===== src/rtl/alu_arbiter.sv =====
// Shares one combinational ALU between the main pipeline (req 0) and the coprocessor (req 1).
// Round-robin grant, registered operands/result, optional lock for carry-chained multi-word ops.
module alu_arbiter #(
  parameter int LOCK_MAX     = 4,
  parameter int LOCK_TIMEOUT = 8
) (
  input  logic        clk,
  input  logic        rst_n,
  input  logic [1:0]  req_valid,
  output logic [1:0]  req_ready,
  input  logic [63:0] req_src_a,
  input  logic [63:0] req_src_b,
  input  logic [7:0]  req_ctrl,
  input  logic [9:0]  req_attr,
  output logic [1:0]  rsp_valid,
  input  logic [1:0]  rsp_ready,
  output logic [31:0] rsp_result,
  output logic [3:0]  rsp_flags,
  output logic [31:0] alu_src_a,
  output logic [31:0] alu_src_b,
  output logic [3:0]  alu_control,
  output logic        alu_c_flag,
  output logic        alu_is_arith,
  output logic        alu_is_adc,
  output logic        alu_sh_carry,
  input  logic [31:0] alu_result,
  input  logic [3:0]  alu_flags
);
  localparam int LCW = $clog2(LOCK_MAX + 1);
  localparam int ICW = $clog2(LOCK_TIMEOUT + 1);

  typedef enum logic [1:0] {IDLE = 2'd0, EXEC = 2'd1, RESP = 2'd2} state_t;

  typedef struct packed {
    logic lock;
    logic chain_c;
    logic c_flag;
    logic is_arith;
    logic is_adc;
  } attr_t;

  typedef struct packed {
    logic [31:0] a;
    logic [31:0] b;
    logic [3:0]  ctrl;
    attr_t       attr;
  } op_t;

  state_t         state, state_nx;
  op_t [1:0]      op_in;
  op_t            op_q;
  logic [1:0]     elig;
  logic           win, accept, gnt_q, last_grant;
  logic           lock, lock_owner, prev_c;
  logic [LCW-1:0] lock_cnt;
  logic [ICW-1:0] idle_cnt;
  logic           lock_hit, force_clr, idle_tick, timeout, rsp_done;

  for (genvar i = 0; i < 2; i++) begin : g_req
    assign op_in[i] = {req_src_a[32*i +: 32], req_src_b[32*i +: 32],
                       req_ctrl[4*i +: 4], req_attr[5*i +: 5]};
    // while locked, only the owner may compete
    assign elig[i]  = req_valid[i] & (~lock | (lock_owner == 1'(i)));
  end

  always_comb begin
    win = 1'b0;
    case (elig)
      2'b10:   win = 1'b1;
      2'b11:   win = ~last_grant;
      default: win = 1'b0;
    endcase
  end

  assign accept    = (state == IDLE) & (|elig);
  assign req_ready = accept ? (win ? 2'b10 : 2'b01) : 2'b00;
  assign rsp_valid = (state == RESP) ? (gnt_q ? 2'b10 : 2'b01) : 2'b00;
  assign rsp_done  = (state == RESP) & rsp_ready[gnt_q];

  // lock_cnt only advances when the other requester is actually being starved
  assign lock_hit  = accept & op_in[win].attr.lock & req_valid[~win];
  assign force_clr = lock_hit & (lock_cnt == LCW'(LOCK_MAX - 1));
  assign idle_tick = (state == IDLE) & lock & ~req_valid[lock_owner];
  assign timeout   = idle_tick & (idle_cnt == ICW'(LOCK_TIMEOUT - 1));

  always_ff @(posedge clk or negedge rst_n) begin
    if (!rst_n) state <= IDLE;
    else        state <= state_nx;
  end

  always_comb begin
    state_nx = state;
    case (state)
      IDLE:    if (accept) state_nx = EXEC;
      EXEC:    state_nx = RESP;
      RESP:    if (rsp_done) state_nx = IDLE;
      default: state_nx = IDLE;
    endcase
  end

  always_ff @(posedge clk or negedge rst_n) begin
    if (!rst_n) begin
      op_q       <= '0;
      gnt_q      <= 1'b0;
      last_grant <= 1'b1;
      rsp_result <= '0;
      rsp_flags  <= '0;
      prev_c     <= 1'b0;
    end else begin
      if (accept) begin
        op_q       <= op_in[win];
        gnt_q      <= win;
        last_grant <= win;
      end
      if (state == EXEC) begin
        rsp_result <= alu_result;
        rsp_flags  <= alu_flags;
        prev_c     <= alu_flags[1];
      end
    end
  end

  always_ff @(posedge clk or negedge rst_n) begin
    if (!rst_n) begin
      lock       <= 1'b0;
      lock_owner <= 1'b0;
      lock_cnt   <= '0;
      idle_cnt   <= '0;
    end else begin
      if (accept) begin
        if (force_clr) begin
          lock     <= 1'b0;
          lock_cnt <= '0;
        end else begin
          if (op_in[win].attr.lock) begin
            lock       <= 1'b1;
            lock_owner <= win;
          end
          if (lock_hit) lock_cnt <= lock_cnt + 1'b1;
        end
      end else if ((rsp_done & ~op_q.attr.lock) | timeout) begin
        lock     <= 1'b0;
        lock_cnt <= '0;
      end
      if (idle_tick & ~timeout) idle_cnt <= idle_cnt + 1'b1;
      else                      idle_cnt <= '0;
    end
  end

  always_comb begin
    alu_src_a    = '0;
    alu_src_b    = '0;
    alu_control  = '0;
    alu_c_flag   = 1'b0;
    alu_is_arith = 1'b0;
    alu_is_adc   = 1'b0;
    alu_sh_carry = 1'b0;
    if (state == EXEC) begin
      alu_src_a    = op_q.a;
      alu_src_b    = op_q.b;
      alu_control  = op_q.ctrl;
      alu_c_flag   = op_q.attr.chain_c ? prev_c : op_q.attr.c_flag;
      alu_is_arith = op_q.attr.is_arith;
      alu_is_adc   = op_q.attr.is_adc;
      alu_sh_carry = ~op_q.attr.is_arith & op_q.attr.c_flag;
    end
  end
endmodule


===== config.mk =====
export PLATFORM = sky130hd
export DESIGN_NAME = alu_arbiter
export DESIGN_NICKNAME = d
export VERILOG_FILES = /design/src/rtl/alu_arbiter.sv
export SDC_FILE = /design/constraint.sdc
export NUM_CORES = 1
export LEC_CHECK = 0
export ABC_AREA = 1
export CORE_ASPECT_RATIO = 1.5
export CORE_UTILIZATION = 30
export DETAILED_ROUTE_END_ITERATION = 8
export GPL_ROUTABILITY_DRIVEN = 1
export GPL_TIMING_DRIVEN = 1
export MAX_ROUTING_LAYER = met4
export PLACE_DENSITY = 0.64
export SYNTH_ARGS = -nofsm -noshare
export SYNTH_HDL_FRONTEND = slang
export SYNTH_SLANG_ARGS = --single-unit

===== constraint.sdc =====
create_clock -name clk -period 4.4 [get_ports clk]
set_clock_uncertainty 0.05 [all_clocks]
set_input_delay 0.66 -clock clk [delete_from_list [all_inputs] [get_ports clk]]
set_output_delay 0.66 -clock clk [all_outputs]
set_load 0.005 [all_outputs]

[Word level (Yosys, flattened, before mapping)]
Index checks and enable logic that the tools add are counted.
Operators by class
  add/sub/neg operators: 2
  order comparisons: 4
  equal/unequal tests: 10
  mux-type cells: 33
  bitwise gates (word level): 25
  reduce and logical (&&, ||, !) cells: 7
Operator list (count)
  73-bit two-way mux: 2
  32-bit two-way mux: 2
  1-bit two-way mux: 15
  1-bit AND: 13
  2-bit two-way mux: 6
  3-bit two-way mux: 4
  1-bit inverter: 9
  1-bit by 2-bit less-than comparator with 1-bit output, second input constant: 4
  4-bit two-way mux: 2
  2-bit equality test, second input constant: 3
  3-bit by 1-bit inequality test with 1-bit output, second input constant: 2
  2-bit case mux with 3 select lines: 1
  2-bit AND reduction: 3
  4-bit by 1-bit adder with 4-bit output, second input constant: 1
  4-bit by 3-bit equality test with 1-bit output, second input constant: 1
  2-bit inequality test, second input constant: 2
  3-bit by 1-bit adder with 3-bit output, second input constant: 1
  3-bit by 2-bit equality test with 1-bit output, second input constant: 1
  1-bit bitwise OR: 3
  3-bit AND reduction: 1
  2-bit by 1-bit equality test with 1-bit output, second input constant: 1
  2-bit zero test: 1
  1-bit case mux with 2 select lines: 1
  2-bit nonzero test: 1
  2-bit OR reduction: 1
Storage, ports and cells
  register bits: 123
  input bits: 188
  output and inout port bits: 112
  word-level logic and storage cells: 99

[Longest topological paths before layout]
  depth in word-level cells: 12
  depth in mapped cells: 10
  depth with buffers taken out: 9

[Worst setup path before layout]
OpenSTA, ideal clock, no wires.
  kind: input to output
  start: in req_valid[1]
  end: out req_ready[1]
  arrival time: 1274 ps
  data required time: 3690 ps
  setup slack: 2416 ps
  stages: 7
  path buffers: 1
  cells stage by stage: nand2_1 nand2_1 nand2_1 inv_2 nand2_2 clkinv_2 buf_4
Between the ends
  word-level cells in the longest chain between the ends: 5
  elaborated cells between the ends (all ways): 8
  those cells by class: 2 x eq/ne; 3 x mux; 2 x bitwise; 1 x reduce/logical
RTL lines
  start, declared: RTL line 9  | input logic [1:0] req_valid,
  1-bit AND (*): RTL line 63  | assign elig[i] = req_valid[i] & (~lock | (lock_owner == 1'(i)));
  2-bit equality test: RTL line 68  | case (elig)
  1-bit case mux with 2 select lines: RTL line 68
  2-bit two-way mux: RTL line 76  | assign req_ready = accept ? (win ? 2'b10 : 2'b01) : 2'b00;
  2-bit two-way mux (*): RTL line 76
  end, declared: RTL line 10  | output logic [1:0] req_ready,
Every way passes the cells marked *; elsewhere a longest branch is shown, timed or not.

[Worst setup path after layout]
  start: reg state[1]
  end: out alu_src_b[24]
Between the ends
  word-level cells in the longest chain between the ends: 2
RTL lines
  start, declared: RTL line 49  | state_t state, state_nx;
  start signal, assigned: RTL line 88  | else state <= state_nx;
  2-bit by 1-bit equality test with 1-bit output: RTL line 158  | if (state == EXEC) begin
  32-bit two-way mux: RTL line 158
  end, declared: RTL line 20  | output logic [31:0] alu_src_b,
Every way passes these cells.

==> reports/qor.csv <==
stage;metric;value;unit
status;result of the run;finished, final reports clean;
floorplanning;Die Ht;171;um
synthesis;Yosys top cell by area;dfrtp_1;
drt;Routed Antenna Nets;0;
critical_path;worst endpoint required time;3.69;ns
timing;RSZ-0062 raised after global routing;no;
grt;vias in the first global route;5369;
synthesis;Mapped Nets;831;
critical_path;Critical Path AT;2.50;ns
synthesis;area share of the largest cell type after synthesis;52.9;%
critical_path;CP top delay family;buffers and inverters;
drt;via count;5380;
clocking;CTS buffer count;17;
power_and_ir_drop;Int Pwr;4.13;mW
critical_path;crit path kind;flip-flop to primary output;
timing;Worst-Margin Slew;0.939;ns
grt;Tot GR Track Use;20.0;%
clocking;H-tree depth;4;
timing;setup tns final;0;ns
place;GPL Wtd Cong;0.808;
clocking;Root Driver;clkbuf_16;
clocking;CTS tree;built;
clocking;CTS max path bufs;2;
timing;Hold Vio Cnt, Final;0;
grt;pin count of the biggest net entering global routing;73;
grt;GRT Residual Overflow;0;
synthesis;cells after synthesis;641;
place;# port buffers;299;
synthesis;Yosys warnings;0;
flow_run;maxcap violations;0;
clocking;insertion delay to the later sink of the worst-skew pair;0.41;ns
power_and_ir_drop;Max rail drop VDD;389;uV
critical_path;Critical Path Fanout Max;69;
critical_path;CP Launch Type;flip-flop;
drt;routed length per instance;15.8;um
floorplanning;die area;19700;um2
finish;nets;1123;
drt;routed wire length;18.9;mm
power_and_ir_drop;combinational power share;45.9;%
clocking;post-CTS sizing;0;
power_and_ir_drop;Sw Share;34.1;%
synthesis;Avg Cell Area, Syn;8.93;um2
clocking;Clock Sinks;122;
power_and_ir_drop;Leakage;4.08;nW
critical_path;critical-path cell list;inv_1, nand2_4, buf_4, nor2_1, clkdlybuf4s50_1;
critical_path;Crit. End Element;primary output;
worst_hold_path;Hold Path Class;primary input to async pin;
clocking;Hold-fix buffers, CTS;0;
finish;P&R area growth vs syn;66.3;%
critical_path;CP Buf/Inv Count;3;
timing;Rel. slew slack;37.4;%
timing;final slew viol count;0;
floorplanning;initial core utilization;30.7;%
critical_path;CP max-delay cell;clkdlybuf4s50_1;
grt;initial antenna violation count;1;
clocking;setup bufs post-CTS;0;
drt;DRC Markers;0;
finish;Post-Layout Inst Area;9520;um2
drt;via-per-instance ratio;4.49;
finish;layout cells sized above 1;9.20;%
place;Final HPWL DP;13.4;mm
drt;drt pass-1 iters;6;
drt;Iter 0 DRT Violations;243;
timing;fmax;312;MHz
power_and_ir_drop;clock share of power;23.7;%
timing;Final Critical Period;3.21;ns
power_and_ir_drop;switching pwr;2.14;mW
place;DP Area;8890;um2
power_and_ir_drop;Cell Pwr Density;658;nW/um2
synthesis;Netlist cell types;28;
floorplanning;io pins;300;
synthesis;#FFs+latches synth;122;
critical_path;largest incremental delay on the critical path;0.52;ns
timing;# setup viols final;0;
synthesis;Synth area leaders;dfrtp_1, nand2_1, o211ai_1;
grt;first-pass GRT wire length;28.6;mm
timing;fin crit share;72.9;%
synthesis;cell area after synthesis;5730;um2
clocking;clk slew on worst S/H paths;0.06;ns
power_and_ir_drop;Seq pwr share;30.4;%
floorplanning;Core ar.;18600;um2
floorplanning;row cnt;61;
synthesis;post-synthesis sequential area ratio;53.3;%
floorplanning;die width;115;um
==> layout by cell type (no fill, tap or decap), types with 3 or more instances in the layout <==
cell type        Yosys  final
bufinv_16            0      4
clkbuf_16            0     17
nand2_2              3      3
nand2_1            180    179
buf_4               16      9
clkdlybuf4s50_1      0    298
mux2_2              36     36
nand3_1              6      6
o21ai_0              4      4
dfrtp_1            121    121
inv_1               82     82
o211ai_1            72     72
clkinv_2             1      4
nor2_1              83     83
==> power groups by stage <==
stage                     logic (mW)  clock network (mW)  registers, mW
after floorplan                 1.59                   0           1.89
after global placement          2.89                   0           1.90
after detailed placement        2.92                   0           1.92
after CTS                       2.94                1.53           1.91
after global routing            3.18                1.58           1.96
final                           2.87                1.49           1.90
==> area by class of cell <==
type                            count  area, um2
Sequential cell                   122       3050
Inverter                           85        320
Multi-Input combinational cell    400       2150
Tap cell                          252        315
Fill cell                        1785       9100
Timing Repair Buffer              307       3050
Antenna cell                        1       2.50
Clock inverter                     11        168
Clock buffer                       21        460
==> flip-flops by register name (all words and copies together), names as in the netlist <==
| name | count |
|---|---|
| op_q | 73 |
| rsp_result | 32 |
| idle_cnt | 4 |
| rsp_flags | 4 |
| lock_cnt | 3 |
| state | 2 |
| gnt_q | 1 |
| last_grant | 1 |
| lock | 1 |
| lock_owner | 1 |
==> cell families (layout without fill, tap and decap cells) <==
logic type               count (synthesis)  count (layout)  share of synthesized area [%]
multiplexers                            36              36                           7.08
AO/OA/AOI/OAI                           83              83                           10.7
other                                    0               1                              0
buffers and inverters                  119             424                           9.22
flip-flops                             122             122                           53.3
AND/OR/NAND/NOR                        278             278                           19.1
adder cells (fa/ha/maj)                  2               2                          0.437
XOR/XNOR                                 1               1                          0.153
==> synth_stat cells, drive strengths merged <==
master,instances
nand2,183
dfrtp,121
inv,84
nor2,84
o211ai,72
mux2,36
buf,32
nand3,7
o21ai,6
a21oi,3
clkbuf,2
ha,2
a211oi,1
clkinv,1
dfstp,1
nand3b,1
nor3,1
nor3b,1
o21a,1
or2,1
xor2,1
==> per-layer routing <==
| layer | vias up | GRT usage, % | share of wire [%] |
|---|---|---|---|
| met3 | 32 | 4.62 | 4.9 |
| met5 | - | - | 0 |
| met1 | 2569 | 21.9 | 38 |
| met4 | 0 | 8.13 | 2.8 |
| li1 | 2616 | - | - |
| met2 | 163 | 34.9 | 54 |
==> worst paths after layout <==
path,slack (ns),cells after the start,startpoint,to
max,1.19,5,state[1],alu_src_b[24]
min,0.33,1,rst_n,rsp_result[28]
max reg2reg,2.26,8,state[1],op_q[6]
min reg2reg,0.42,1,idle_cnt[0],idle_cnt[0]
max in group asynchronous,3.02,2,rst_n,op_q[39]
min in group clk,0.42,1,idle_cnt[0],idle_cnt[0]
==> through the flow <==
step	cells	utilization [%]	total power, mW	hold WS [ns]	worst slack (ns)
6_report	1199	51.1	6.26	0.329	1.19
5_1_grt	1199	51.1	6.73	0.395	1.03
4_1_cts	1198	51.1	6.37	0.369	1.12
3_5_place_dp	1166	47.7	4.84	0.418	1.41
3_3_place_gp	1166	47.7	4.79	0.411	1.41
2_1_floorplan	641	-	3.48	0.314	2.42
No activity file was read; power rests on OpenSTA's default activity.
